--- config.mk ---
export PLATFORM = sky130hd
export DESIGN_NAME = jtdsp16_do_seq_flat
export DESIGN_NICKNAME = d
export VERILOG_FILES = /design/src/rtl/jtdsp16_do_seq_if.sv /design/src/rtl/jtdsp16_do_seq.sv /design/src/flat_wrapper.sv
export SDC_FILE = /design/constraint.sdc
export NUM_CORES = 1
export LEC_CHECK = 0
export BUFFER_PORTS_ARGS = -buffer_cell sky130_fd_sc_hd__buf_2
export CORE_UTILIZATION = 31
export DETAILED_ROUTE_END_ITERATION = 12
export GPL_ROUTABILITY_DRIVEN = 0
export PLACE_DENSITY = 0.54
export SLEW_MARGIN = 20
export SYNTH_ARGS = -nofsm -noshare
export SYNTH_HDL_FRONTEND = slang
export SYNTH_SLANG_ARGS = --single-unit
--- constraint.sdc ---
create_clock -name clk -period 4.5 [get_ports clk]
set_input_delay 0.9 -clock clk [delete_from_list [all_inputs] [get_ports clk]]
set_output_delay 0.9 -clock clk [all_outputs]
set_load 0.03 [all_outputs]
--- src/rtl/jtdsp16_do_seq_if.sv ---
// Decoder-side bus of the DSP16 do/redo sequencer: loop commands, fetch strobe,
// ROM word in, and the replayed word plus control flags out.
interface jtdsp16_do_seq_if #(
    parameter int KW = 7
);
    logic            do_start;
    logic [KW+3:0]   do_data;
    logic            ifetch;
    logic [15:0]     rom_dout;
    logic [15:0]     cache_dout;
    logic            use_cache;
    logic            pc_hold;
    logic            loop_active;
    logic            fault;

    modport master (
        output do_start,
        output do_data,
        output ifetch,
        output rom_dout,
        input  cache_dout,
        input  use_cache,
        input  pc_hold,
        input  loop_active,
        input  fault
    );

    modport slave (
        input  do_start,
        input  do_data,
        input  ifetch,
        input  rom_dout,
        output cache_dout,
        output use_cache,
        output pc_hold,
        output loop_active,
        output fault
    );
endinterface

--- src/rtl/jtdsp16_do_seq.sv ---
// DSP16 do/redo loop sequencer: captures the loop body on the first pass from ROM,
// then replays it from a small register file while the program counter is held.
module jtdsp16_do_seq #(
    parameter int DEPTH = 15,
    parameter int KW    = 7
) (
    input  logic                  clk,
    input  logic                  rst,
    input  logic                  cen,
    jtdsp16_do_seq_if.slave       bus
);

    typedef enum logic [1:0] {
        IDLE    = 2'd0,
        CAPTURE = 2'd1,
        REPLAY  = 2'd2
    } state_t;

    state_t          state_reg, state_next;
    logic [3:0]      ni_reg, ni_next;
    logic [KW-1:0]   iter_reg, iter_next;
    logic [3:0]      wcnt_reg, wcnt_next;
    logic [3:0]      rcnt_reg, rcnt_next;
    logic            cache_valid_reg, cache_valid_next;
    logic            fault_reg, fault_next;

    logic [15:0]     mem [DEPTH];
    logic            mem_we;
    logic [3:0]      mem_waddr;

    logic [3:0]      do_ni;
    logic [KW-1:0]   do_k;
    logic [KW-1:0]   k_eff;
    logic            start_do;
    logic            start_redo;
    logic            cap_fetch;
    logic [3:0]      cap_ni;
    logic [3:0]      cap_wcnt;
    logic [KW-1:0]   cap_iter;
    logic            cap_last;

    assign do_ni      = bus.do_data[KW+3:KW];
    assign do_k       = bus.do_data[KW-1:0];
    assign k_eff      = (do_k == '0) ? KW'(1) : do_k;
    assign start_do   = bus.do_start && (state_reg == IDLE) && (do_ni != 4'd0);
    assign start_redo = bus.do_start && (state_reg == IDLE) && (do_ni == 4'd0);

    // A word fetched in the same cycle as the do strobe is the first body word,
    // so the capture step sees the freshly decoded NI/K instead of the registers.
    assign cap_fetch  = bus.ifetch && ((state_reg == CAPTURE) || start_do);
    assign cap_ni     = start_do ? do_ni : ni_reg;
    assign cap_wcnt   = start_do ? 4'd0 : wcnt_reg;
    assign cap_iter   = start_do ? k_eff : iter_reg;
    assign cap_last   = (cap_wcnt == (cap_ni - 4'd1));

    always_comb begin
        state_next       = state_reg;
        ni_next          = ni_reg;
        iter_next        = iter_reg;
        wcnt_next        = wcnt_reg;
        rcnt_next        = rcnt_reg;
        cache_valid_next = cache_valid_reg;
        fault_next       = fault_reg;
        mem_we           = 1'b0;
        mem_waddr        = cap_wcnt;

        unique case (state_reg)
            IDLE: begin
                if (start_do) begin
                    ni_next          = do_ni;
                    iter_next        = k_eff;
                    cache_valid_next = 1'b0;
                    wcnt_next        = 4'd0;
                    state_next       = CAPTURE;
                end else if (start_redo) begin
                    if (cache_valid_reg) begin
                        iter_next  = k_eff;
                        rcnt_next  = 4'd0;
                        state_next = REPLAY;
                    end else begin
                        fault_next = 1'b1;
                    end
                end
            end
            CAPTURE: begin
            end
            REPLAY: begin
                if (bus.ifetch) begin
                    if (rcnt_reg == (ni_reg - 4'd1)) begin
                        rcnt_next = 4'd0;
                        if (iter_reg <= KW'(1)) begin
                            state_next = IDLE;
                        end else begin
                            iter_next = iter_reg - KW'(1);
                        end
                    end else begin
                        rcnt_next = rcnt_reg + 4'd1;
                    end
                end
            end
            default: state_next = IDLE;
        endcase

        // Capture overrides the IDLE decision when the body starts on the strobe cycle
        if (cap_fetch) begin
            mem_we = 1'b1;
            if (cap_last) begin
                cache_valid_next = 1'b1;
                wcnt_next        = 4'd0;
                rcnt_next        = 4'd0;
                if (cap_iter <= KW'(1)) begin
                    iter_next  = cap_iter;
                    state_next = IDLE;
                end else begin
                    iter_next  = cap_iter - KW'(1);
                    state_next = REPLAY;
                end
            end else begin
                wcnt_next = cap_wcnt + 4'd1;
            end
        end
    end

    always_ff @(posedge clk or negedge rst) begin
        if (!rst) begin
            state_reg       <= IDLE;
            ni_reg          <= 4'd0;
            iter_reg        <= '0;
            wcnt_reg        <= 4'd0;
            rcnt_reg        <= 4'd0;
            cache_valid_reg <= 1'b0;
            fault_reg       <= 1'b0;
        end else if (cen) begin
            state_reg       <= state_next;
            ni_reg          <= ni_next;
            iter_reg        <= iter_next;
            wcnt_reg        <= wcnt_next;
            rcnt_reg        <= rcnt_next;
            cache_valid_reg <= cache_valid_next;
            fault_reg       <= fault_next;
        end
    end

    // Body storage carries no reset; stale contents are never visible outside REPLAY
    always_ff @(posedge clk) begin
        if (cen && mem_we) begin
            mem[mem_waddr] <= bus.rom_dout;
        end
    end

    assign bus.use_cache   = (state_reg == REPLAY);
    assign bus.pc_hold     = (state_reg == REPLAY);
    assign bus.loop_active = (state_reg != IDLE);
    assign bus.fault       = fault_reg;
    assign bus.cache_dout  = (state_reg == REPLAY) ? mem[rcnt_reg] : 16'h0000;

endmodule

--- src/flat_wrapper.sv ---
// flat-port wrapper written by rule: the top's interface ports become plain ports
module jtdsp16_do_seq_flat 
#(
    parameter int DEPTH = 15,
    parameter int KW    = 7
)
  (clk, rst, cen, bus_do_start, bus_do_data, bus_ifetch, bus_rom_dout, bus_cache_dout, bus_use_cache, bus_pc_hold, bus_loop_active, bus_fault);
  jtdsp16_do_seq_if #(.KW(KW)) bus_i ();
  input  logic clk;
  input  logic rst;
  input  logic cen;
  input wire logic [$bits(bus_i.do_start)-1:0] bus_do_start;
  input wire logic [$bits(bus_i.do_data)-1:0] bus_do_data;
  input wire logic [$bits(bus_i.ifetch)-1:0] bus_ifetch;
  input wire logic [$bits(bus_i.rom_dout)-1:0] bus_rom_dout;
  output wire logic [$bits(bus_i.cache_dout)-1:0] bus_cache_dout;
  output wire logic [$bits(bus_i.use_cache)-1:0] bus_use_cache;
  output wire logic [$bits(bus_i.pc_hold)-1:0] bus_pc_hold;
  output wire logic [$bits(bus_i.loop_active)-1:0] bus_loop_active;
  output wire logic [$bits(bus_i.fault)-1:0] bus_fault;
  assign bus_i.do_start = bus_do_start;
  assign bus_i.do_data = bus_do_data;
  assign bus_i.ifetch = bus_ifetch;
  assign bus_i.rom_dout = bus_rom_dout;
  assign bus_cache_dout = bus_i.cache_dout;
  assign bus_use_cache = bus_i.use_cache;
  assign bus_pc_hold = bus_i.pc_hold;
  assign bus_loop_active = bus_i.loop_active;
  assign bus_fault = bus_i.fault;
  jtdsp16_do_seq #(.DEPTH(DEPTH), .KW(KW)) u_core (.clk(clk), .rst(rst), .cen(cen), .bus(bus_i));
endmodule
==> results of run 1 <==
[through the flow]
| step | setup WS, ps | instances |
|---|---|---|
| 6_report | 494.3 | 1255 |
| 5_1_grt | 311.2 | 1255 |
| 4_1_cts | 397.7 | 1255 |
| 3_5_place_dp | 279.6 | 1203 |
| 3_3_place_gp | 328.3 | 1203 |
| 2_1_floorplan | 444.4 | 702 |
[cell families after synthesis]
| kind of cell | Yosys count |
|---|---|
| multiplexers | 87 |
| AO/OA/AOI/OAI | 107 |
| buffers and inverters | 58 |
| AND/OR/NAND/NOR | 157 |
| XOR/XNOR | 19 |
| adder cells (fa/ha/maj) | 11 |
| flip-flops | 263 |
[layout by cell type (no fill, tap or decap), drive strengths merged, types with 14 or more instances in the layout]
| cell type | instances |
|---|---|
| inv | 17 |
| xnor2 | 14 |
| nor2 | 40 |
| and2 | 19 |
| edfxtp | 240 |
| nand2 | 41 |
| a21oi | 20 |
| buf | 75 |
| mux2i | 21 |
| dfrtp | 23 |
| clkbuf | 38 |
| mux4 | 64 |
| o21ai | 37 |
[area by class of cell]
class	count	area [um^2]
repair buffers	75	473.0
well taps	468	585.6
fillers	3415	23240
flip-flops and latches	263	7790
multi-input cells	381	3518
clock inverters	14	206.4
clock buffers	38	738.2
inverters	16	60.06
[report_power, final]
part           total, uW  leakage, uW  internal (uW)  switching [uW]
clock network       2340     0.000451           1390             949
registers           3160      0.00243           2850             306
logic               1820      0.00150            909             915
total               7320      0.00438           5150            2170
[path summary, 6_finish.rpt]
path,startpoint,end,slack (ps),cells after the start
worst max-delay path,u_core.rcnt_reg[0]$_DFFE_PN0P_,bus_cache_dout[12],490,5
worst min-delay path,rst,u_core.wcnt_reg[1]$_DFFE_PN0P_,350,1
worst max register to register,u_core.state_reg[1]$_DFFE_PN0P_,u_core.iter_reg[5]$_DFFE_PN0P_,870,10
worst min register to register,u_core.bus.fault$_DFFE_PN0P_,u_core.bus.fault$_DFFE_PN0P_,460,1
max in group asynchronous,rst,u_core.rcnt_reg[1]$_DFFE_PN0P_,3720,1
min in group clk,u_core.bus.fault$_DFFE_PN0P_,u_core.bus.fault$_DFFE_PN0P_,460,1
[worst max-delay path, delay by kind of cell (launching register included)]
| family | cells | cell delay [ps] |
|---|---|---|
| buf+inv | 2 | 520 |
| mux | 2 | 1010 |
| flops | 1 | 830 |
| simple gates | 1 | 180 |
[per-layer routing]
metal | routed length (um) | up-vias | GRT usage
li1 | - | 2902 | -
met1 | 12370 | 3277 | 0.2038
met2 | 12110 | 167 | 0.2232
met3 | 1354 | 49 | 0.02481
met4 | 538 | 4 | 0.03266
met5 | 23 | - | 0
==> flow_summary_export.csv, run 1 <==
group,metric,value,unit
run_status,status,"finished, final reports clean",
floorplan,initial_utilization,0.3147,
synth,yosysWarnings,0,
clocking,clock_path_buffers,3,
synth,netlist_area,11520,um^2
layout,largest_reg_flops,240,
synth,synth_top_family_by_area,"multiplexers",
synth,syn-mean-instance-area,16.41,um^2
synth,synth.distinct_cells,63,
sta,setup_violations,0,
synth,synth_edf_count,240,
sta,finalCritPeriodShare,0.8902,
clocking,holdBufCountCts,0,
power_and_ir_drop,finalPower,7319,uW
global_routing,grt_max_degree,81,
clocking,cts_tree,"done",
power_and_ir_drop,power_density,547.3,nW/um^2
clocking,cts_setup_buffers,0,
floorplan,rows,70,
synth,synth_compound_area_frac,0.05951,
synth,synth_adder_area_share,0.01194,
floorplan,core_area,36610,um^2
drt,wl_per_cell,21.03,um
critical_path,crit_fanout,32,
synth,synthXorXnorAreaFrac,0.01564,
layout,finalCoreUtilization,0.3652,
clocking,cts_num_sinks,263,
power_and_ir_drop,leakage,0.004380,uW
critical_path,worstPathArrival,3110,ps
drt,vias_per_cell,5.099,
synth,synth.area.top_cells,"edfxtp_1 63%, mux4_2 13%, dfrtp_1 5.0%",
sta,worst_slew_pin_slew,1072,ps
layout,antenna_cells,0,
global_routing,grt_pass1_vias,6428,
critical_path,critPathRequiredTime,3600,ps
layout,final_cell_area,13370,um^2
critical_path,cp-end-kind,"output port",
critical_path,path_common_cell,"mux4_2",
power_and_ir_drop,max-vdd-ir-drop,0.2967,mV
global_routing,grt_util_all_layers,0.1417,
synth,syn_nets,745,
clocking,clkSlewWorstSetupHoldPaths,60,ps
layout,drive_gt1_frac,0.2605,
synth,synthMuxAreaShare,0.1453,
clocking,insertion_delay,570,ps
synth,yosysTopAreaCell,"edfxtp_1",
critical_path,slowest_delay,830,ps
synth,synth-main-ff-cell,"edfxtp_1",
synth,syn_inst,702,
clocking,cts_made_buffers,28,
critical_path,startpoint_type,"flop",
critical_path,crit_chain,"buf_4, mux4_2, mux4_2, and2_1, buf_2",
drt,post-route-drc-count,0,
sta,drv_slew,0,
global_routing,grt_pass1_wl,40810,um
clocking,htree_levels,1,
sta,timing.hold.ws,353.0,ps
synth,async_reset_ff_frac,0.08745,
global_routing,antenna_found_initial,2,
clocking,cts_resized,0,
place,numPortBuffers,51,
sta,finClkSkew,35.08,ps
synth,synthSimpleGateAreaFrac,0.07058,
synth,yosys_register_bits,263,
place,dpl.hpwl,15400,um
synth,synth_most_common_cell,"edfxtp_1",
sta,fmax,249.6,MHz
drt,ant_nets,0,
run,cap_violations,0,
sta,fin_crit,4006,ps
sta,finalHoldViolations,0,
drt,drt_iter0_drc,476,
hold_path,hp-class,"primary input to asynchronous set/reset pin",
floorplan,die_area,37940,um^2
drt,wl,26390,um
synth,synth_commonest_cells,"240 x edfxtp_1, 64 x mux4_2, 40 x nand2_1, 40 x nor2_1, 34 x o21ai_0",
floorplan,fp.dieH,194.8,um
drt,vias,6399,
layout,layout.nets,808,
synth,ys_seq_area_frac,0.6754,
sta,rsz0062_at_grt,"no",
sta,slew_headroom,0.2856,
drt,drt_first_pass_iters,7,
critical_path,critPathKind,"flop to output port",
global_routing,gr-total-overflow,0,
critical_path,cpMaxStageDelayCell,"dfrtp_4",
synth,yosys.area.top_type_share,0.6255,
layout,area_growth,16.05,%
place,dpl_cell_area,12430,um^2
clocking,cts_root_buf,"clkbuf_16",
floorplan,pin_count,52,
sta,fin_tns_setup,0,ps
floorplan,die-width,194.8,um
Power figures use the tool's default switching activity.
==> inputs of run 2 (changes only) <==
--- a/config.mk
+++ b/config.mk
@@ -6,6 +6,7 @@
 export NUM_CORES = 1
 export LEC_CHECK = 0
 export BUFFER_PORTS_ARGS = -buffer_cell sky130_fd_sc_hd__buf_2
+export CORE_MARGIN = 3
 export CORE_UTILIZATION = 31
 export DETAILED_ROUTE_END_ITERATION = 12
 export GPL_ROUTABILITY_DRIVEN = 0
==> run 2 against run 1 <==
Against the previous run: sequential share of layout area rose by 0.12 points; register-to-register slack got worse by 50 ps; critical path depth unchanged; final cell count down 0.56%; wire length rose by 1.8%; combinational power about the same; largest cell class unchanged.
==> flow_summary_export.csv, run 2 (synthesized netlist as in run 1, its figures left out) <==
group,metric,value,unit
sta,fin_crit,3973,ps
critical_path,r2r_slack,820,ps
layout,area_growth,15.81,%
layout,final_common_cell,"edfxtp_1",
critical_path,worstPathArrival,3070,ps
clocking,cts_made_buffers,27,
sta,final.setup.worst_slack,527.0,ps
place,dp_slack,216.2,ps
run_status,status,"finished, final reports clean",
critical_path,cp-end-kind,"output port",
clocking,insertion_delay,550,ps
place,dpl.hpwl,16100,um
sta,finClkSkew,17.43,ps
floorplan,die-width,198.8,um
power_and_ir_drop,switching_share,0.3013,
sta,rsz0062_at_grt,"no",
layout,n_fill_cell,3416,
layout,final_cell_area,13340,um^2
critical_path,startpoint_type,"flop",
floorplan,rows,69,
critical_path,crit_fanout,75,
clocking,cts_root_buf,"clkbuf_16",
layout,drive_gt1_frac,0.2592,
critical_path,rr_endpoint,"u_core.iter_reg[5]$_DFFE_PN0P_",
global_routing,grt_pass1_wl,40770,um
floorplan,die_area,39520,um^2
drt,post-route-drc-count,0,
power_and_ir_drop,max-vdd-ir-drop,0.3069,mV
power_and_ir_drop,power_frac_seq,0.432,
sta,finalCritPeriodShare,0.8829,
power_and_ir_drop,p_sw,2172,uW
drt,vias_per_cell,5.124,
drt,ant_nets,0,
hold_path,hp-class,"primary input to asynchronous set/reset pin",
global_routing,grt_pass1_vias,6446,
clocking,holdBufCountCts,0,
critical_path,critPathRequiredTime,3600,ps
clocking,cts_tree,"done",
global_routing,antenna_found_initial,1,
drt,wl_per_cell,21.52,um
clocking,htree_levels,1,
place,numPortBuffers,51,
clocking,cts_setup_buffers,0,
sta,drv_slew,0,
critical_path,r2r_cells,10,
clocking,clock_path_buffers,3,
power_and_ir_drop,p_comb_frac,0.257,
power_and_ir_drop,leakage,0.004381,uW
floorplan,core_area,36090,um^2
clocking,cts_resized,0,
clocking,clkSlewWorstSetupHoldPaths,70,ps
critical_path,critPathKind,"flop to output port",
layout,antenna_cells,0,
drt,drt_iter0_drc,486,
drt,vias,6395,
sta,slew_headroom,0.3373,
sta,worst_slew_pin_slew,994.1,ps
layout,layout.nets,810,
critical_path,r2r_start,"u_core.state_reg[0]$_DFFE_PN0P_",
floorplan,pin_count,52,
global_routing,grt_util_all_layers,0.1357,
drt,wl,26860,um
sta,finalHoldViolations,0,
layout,mostFrequentLayoutCells,"240 x edfxtp_1, 64 x mux4_2, 51 x buf_2",
power_and_ir_drop,pwr-share-clk,0.311,
power_and_ir_drop,power_density,540.2,nW/um^2
sta,fmax,251.7,MHz
place,dpl_cell_area,12470,um^2
floorplan,initial_utilization,0.3193,
clocking,cts_num_sinks,263,
floorplan,fp.dieH,198.8,um
global_routing,gr-total-overflow,0,
layout,largest_reg_flops,240,
power_and_ir_drop,power.internal,5037,uW
run,cap_violations,0,
global_routing,grt_max_degree,76,
sta,fin_tns_setup,0,ps
drt,drt_first_pass_iters,5,
sta,setup_violations,0,
run 2: changes by cell type in the layout (fill, tap and decap cells not counted), sizes merged:
cell      previous run  this run
bufinv               4         3
clkinvlp             2         0
clkinv               7         9
clkbuf              38        32
inv                 17        21
buf                 75        78
run 2: cell type report:
cell class                 count  area, um^2  area share
clock buffer                  32       694.4     0.05204
clock inverter                17       183.9     0.01378
inverter                      16       60.06    0.004501
multi-input combinational    381        3518      0.2637
sequential                   263        7790      0.5838
tap                          461       576.8     0.04323
timing repair buffer          78       520.5     0.03901
run 2: worst max path at each step:
stage | endpoint | slack [ps] | start
CTS | bus_cache_dout[9] | 430 | u_core.rcnt_reg[1]$_DFFE_PN0P_
finish | bus_cache_dout[9] | 530 | u_core.rcnt_reg[1]$_DFFE_PN0P_
global placement | u_core.iter_reg[5]$_DFFE_PN0P_ | 330 | bus_do_data[7]
global route | bus_cache_dout[9] | 360 | u_core.rcnt_reg[1]$_DFFE_PN0P_
floorplan | u_core.iter_reg[5]$_DFFE_PN0P_ | 440 | bus_do_data[7]
detailed placement | u_core.iter_reg[5]$_DFFE_PN0P_ | 220 | bus_do_data[7]
run 2: layer usage:
metal	global-route usage	vias up	wire length, um
li1	-	2910	-
met2	0.2218	151	12840
met1	0.1931	3307	12300
met4	0.02290	2	321
met5	0	-	13
met3	0.02591	25	1378
run 2: power groups by stage:
stage	logic, uW	registers, uW	clock network, uW
5_1_grt	2020	3150	2410
2_1_floorplan	1490	2980	0
3_3_place_gp	1860	3170	0
6_report	1850	3110	2240
4_1_cts	1870	3120	2300
3_5_place_dp	1860	3170	0
run 2: critical path, cell delays in order (launching register included):
cell and delay, ps:
dfrtp_4 1070, buf_4 320, mux4_2 300, mux4_2 470, and2_1 180, buf_2 180
run 2: metrics by stage:
stage               cells  power (uW)  hold slack (ps)    util
floorplan             702        4470            493.4       -
global placement     1199        5023            459.1  0.3454
detailed placement   1199        5033            452.1  0.3454
CTS                  1248        7294            328.7  0.3698
global route         1248        7575            360.8  0.3698
finish               1248        7209            325.7  0.3698
==> inputs of run 3 (changes only) <==
--- a/config.mk
+++ b/config.mk
@@ -8,8 +8,10 @@
 export BUFFER_PORTS_ARGS = -buffer_cell sky130_fd_sc_hd__buf_2
 export CORE_MARGIN = 3
 export CORE_UTILIZATION = 31
+export CTS_BUF_LIST = sky130_fd_sc_hd__clkbuf_4
 export DETAILED_ROUTE_END_ITERATION = 12
 export GPL_ROUTABILITY_DRIVEN = 0
+export GPL_TIMING_DRIVEN = 0
 export PLACE_DENSITY = 0.54
 export SLEW_MARGIN = 20
 export SYNTH_ARGS = -nofsm -noshare
==> constraint.sdc (replaced) <==
create_clock -name clk -period 4.5 [get_ports clk]
set_input_delay 0.9 -clock clk [delete_from_list [all_inputs] [get_ports clk]]
set_output_delay 0.9 -clock clk [all_outputs]
set_load 0.05 [all_outputs]
==> run 3 against run 2 <==
Against the previous run: sequential power decreased by 5%; fmax fell by 8.6%; total power is 0.41% lower; combinational power increased by 15%; largest cell class unchanged; final cell count rose by 6.7%; wire length increased by 6.6%; non-clock buffer count up 15; critical path type unchanged; critical path depth up 1; count of clock-buffer cells in the layout grew 68; register-to-register slack worse by 500 ps.
==> flow_summary_export.csv, run 3 (synthesized netlist as in run 1, its figures left out) <==
group,metric,value,unit
drt,vias_per_cell,5.096,
sta,finClkSkew,27.20,ps
critical_path,crit_fanout,10,
critical_path,worstPathArrival,3450,ps
global_routing,grt_max_degree,24,
sta,slew_headroom,0.4135,
global_routing,gr-total-overflow,0,
layout,largest_reg_flops,240,
sta,fmax,230.1,MHz
sta,rsz0062_at_grt,"no",
place,dp.cells,1214,
clocking,clock_path_buffers,3,
critical_path,critPathRequiredTime,3600,ps
layout,final_cell_area,13360,um^2
sta,finalCritPeriodShare,0.9656,
drt,vias,6788,
floorplan,pin_count,52,
drt,wl_per_cell,21.50,um
layout,drive_gt1_frac,0.3046,
clocking,htree_levels,3,
run_status,status,"finished, final reports clean",
sta,worst_slew_pin_slew,879.8,ps
floorplan,initial_utilization,0.3193,
power_and_ir_drop,max-vdd-ir-drop,0.2236,mV
power_and_ir_drop,power_density,537.4,nW/um^2
layout,mostFrequentLayoutCells,"240 x edfxtp_1, 101 x clkbuf_4, 64 x mux4_2",
drt,post-route-drc-count,0,
drt,drt_iter0_drc,584,
drt,drt_first_pass_iters,4,
layout,area_growth,15.93,%
sta,drv_slew,0,
clocking,holdBufCountCts,0,
critical_path,crit_chain,"clkbuf_1, clkbuf_2, mux4_2, mux4_2, and2_1, buf_2",
place,numPortBuffers,50,
clocking,cts_root_buf,"clkbuf_4",
global_routing,grt_pass1_vias,6704,
global_routing,grt_util_all_layers,0.1475,
clocking,cts_tree,"done",
layout,final_common_cell,"edfxtp_1",
floorplan,core_area,36090,um^2
sta,finalHoldViolations,0,
critical_path,startpoint_type,"flop",
floorplan,die-width,198.8,um
hold_path,hp-class,"primary input to asynchronous set/reset pin",
clocking,clkSlewWorstSetupHoldPaths,60,ps
floorplan,fp.dieH,198.8,um
power_and_ir_drop,leakage,0.004436,uW
clocking,insertion_delay,670,ps
place,dpl.hpwl,17210,um
clocking,cts_made_buffers,69,
run,cap_violations,0,
critical_path,cpMaxStageDelayCell,"mux4_2",
place,dpl_cell_area,12450,um^2
floorplan,die_area,39520,um^2
layout,fin_cells,1332,
global_routing,grt_pass1_wl,42700,um
sta,fin_crit,4345,ps
drt,wl,28630,um
clocking,cts_num_sinks,263,
layout,layout.nets,867,
drt,ant_nets,0,
critical_path,path_common_cell,"mux4_2",
critical_path,slowest_delay,540,ps
global_routing,antenna_found_initial,2,
sta,setup_violations,0,
critical_path,cp-end-kind,"output port",
sta,timing.hold.ws,214.5,ps
floorplan,rows,69,
critical_path,critPathKind,"flop to output port",
## run 3: cell count changes in the layout (fill, tap and decap cells not counted), sizes merged
cell and delta:
buf -18, clkbuf +100, diode +1, bufinv -1
clkdlybuf4s15 +1, inv -3, clkinv +3, clkinvlp +1
## run 3: metal layers
| metal | wire (um) | vias up | global-route usage |
|---|---|---|---|
| met4 | 697 | 2 | 0.05232 |
| li1 | - | 3071 | - |
| met3 | 1644 | 53 | 0.03235 |
| met5 | 12 | - | 0 |
| met1 | 13230 | 3435 | 0.2127 |
| met2 | 13050 | 227 | 0.2213 |
## run 3: per-stage QoR
stage                     total power [uW]  utilization  setup slack [ps]  TNS (ps)
final                                 7179       0.3702             154.7         0
after detailed placement              5130       0.3450            -296.4     -1372
after CTS                             7264       0.3699             56.48         0
after global placement                5097       0.3422            -622.2    -68640
after global routing                  7602       0.3702             20.84         0
after floorplan                       4503            -             444.4         0
## run 3: report_power, final
part / leakage, uW / internal, uW / total [uW] / switching (uW)
clock: 0.000518 / 1130 / 2100 / 962
sequential: 0.00243 / 2850 / 2950 / 109
combinational: 0.00148 / 910 / 2130 / 1220
total: 0.00444 / 4890 / 7180 / 2290
## run 3: path summary, 6_finish.rpt
| check | start | to | slack [ps] | cells past startpoint |
|---|---|---|---|---|
| setup / recovery | u_core.rcnt_reg[1]$_DFFE_PN0P_ | bus_cache_dout[7] | 150 | 6 |
| hold / removal | rst | u_core.ni_reg[2]$_DFFE_PN0P_ | 210 | 1 |
| setup reg to reg | u_core.state_reg[0]$_DFFE_PN0P_ | u_core.iter_reg[4]$_DFFE_PN0P_ | 320 | 11 |
| hold reg to reg | u_core.bus.fault$_DFFE_PN0P_ | u_core.bus.fault$_DFFE_PN0P_ | 460 | 1 |
| max in group asynchronous | rst | u_core.state_reg[0]$_DFFE_PN0P_ | 3870 | 1 |
| min in group clk | u_core.bus.fault$_DFFE_PN0P_ | u_core.bus.fault$_DFFE_PN0P_ | 460 | 1 |
## run 3: final cells by class
| type | count | area, um^2 |
|---|---|---|
| fill | 3439 | 22730 |
| sequential | 263 | 7782 |
| multi-input combinational | 381 | 3573 |
| clock buffer | 100 | 750.7 |
| tap | 461 | 576.8 |
| timing repair buffer | 51 | 265.3 |
| buffer | 42 | 220.2 |
| clock inverter | 17 | 126.4 |
| inverter | 16 | 60.06 |
| antenna | 1 | 2.502 |
## run 3: repair_timing
item	in CTS	in global routing
resized for setup	10	2
endpoints found under the hold margin	0	0
buffers inserted	0	0
setup endpoints to repair	16	7
## run 3: worst max-delay path: cells and delay by family (launching register included)
family,cells,cell delay (ps)
AND/OR/NAND/NOR,1,190
multiplexers,2,930
buffers and inverters,3,1270
flip-flops,1,400
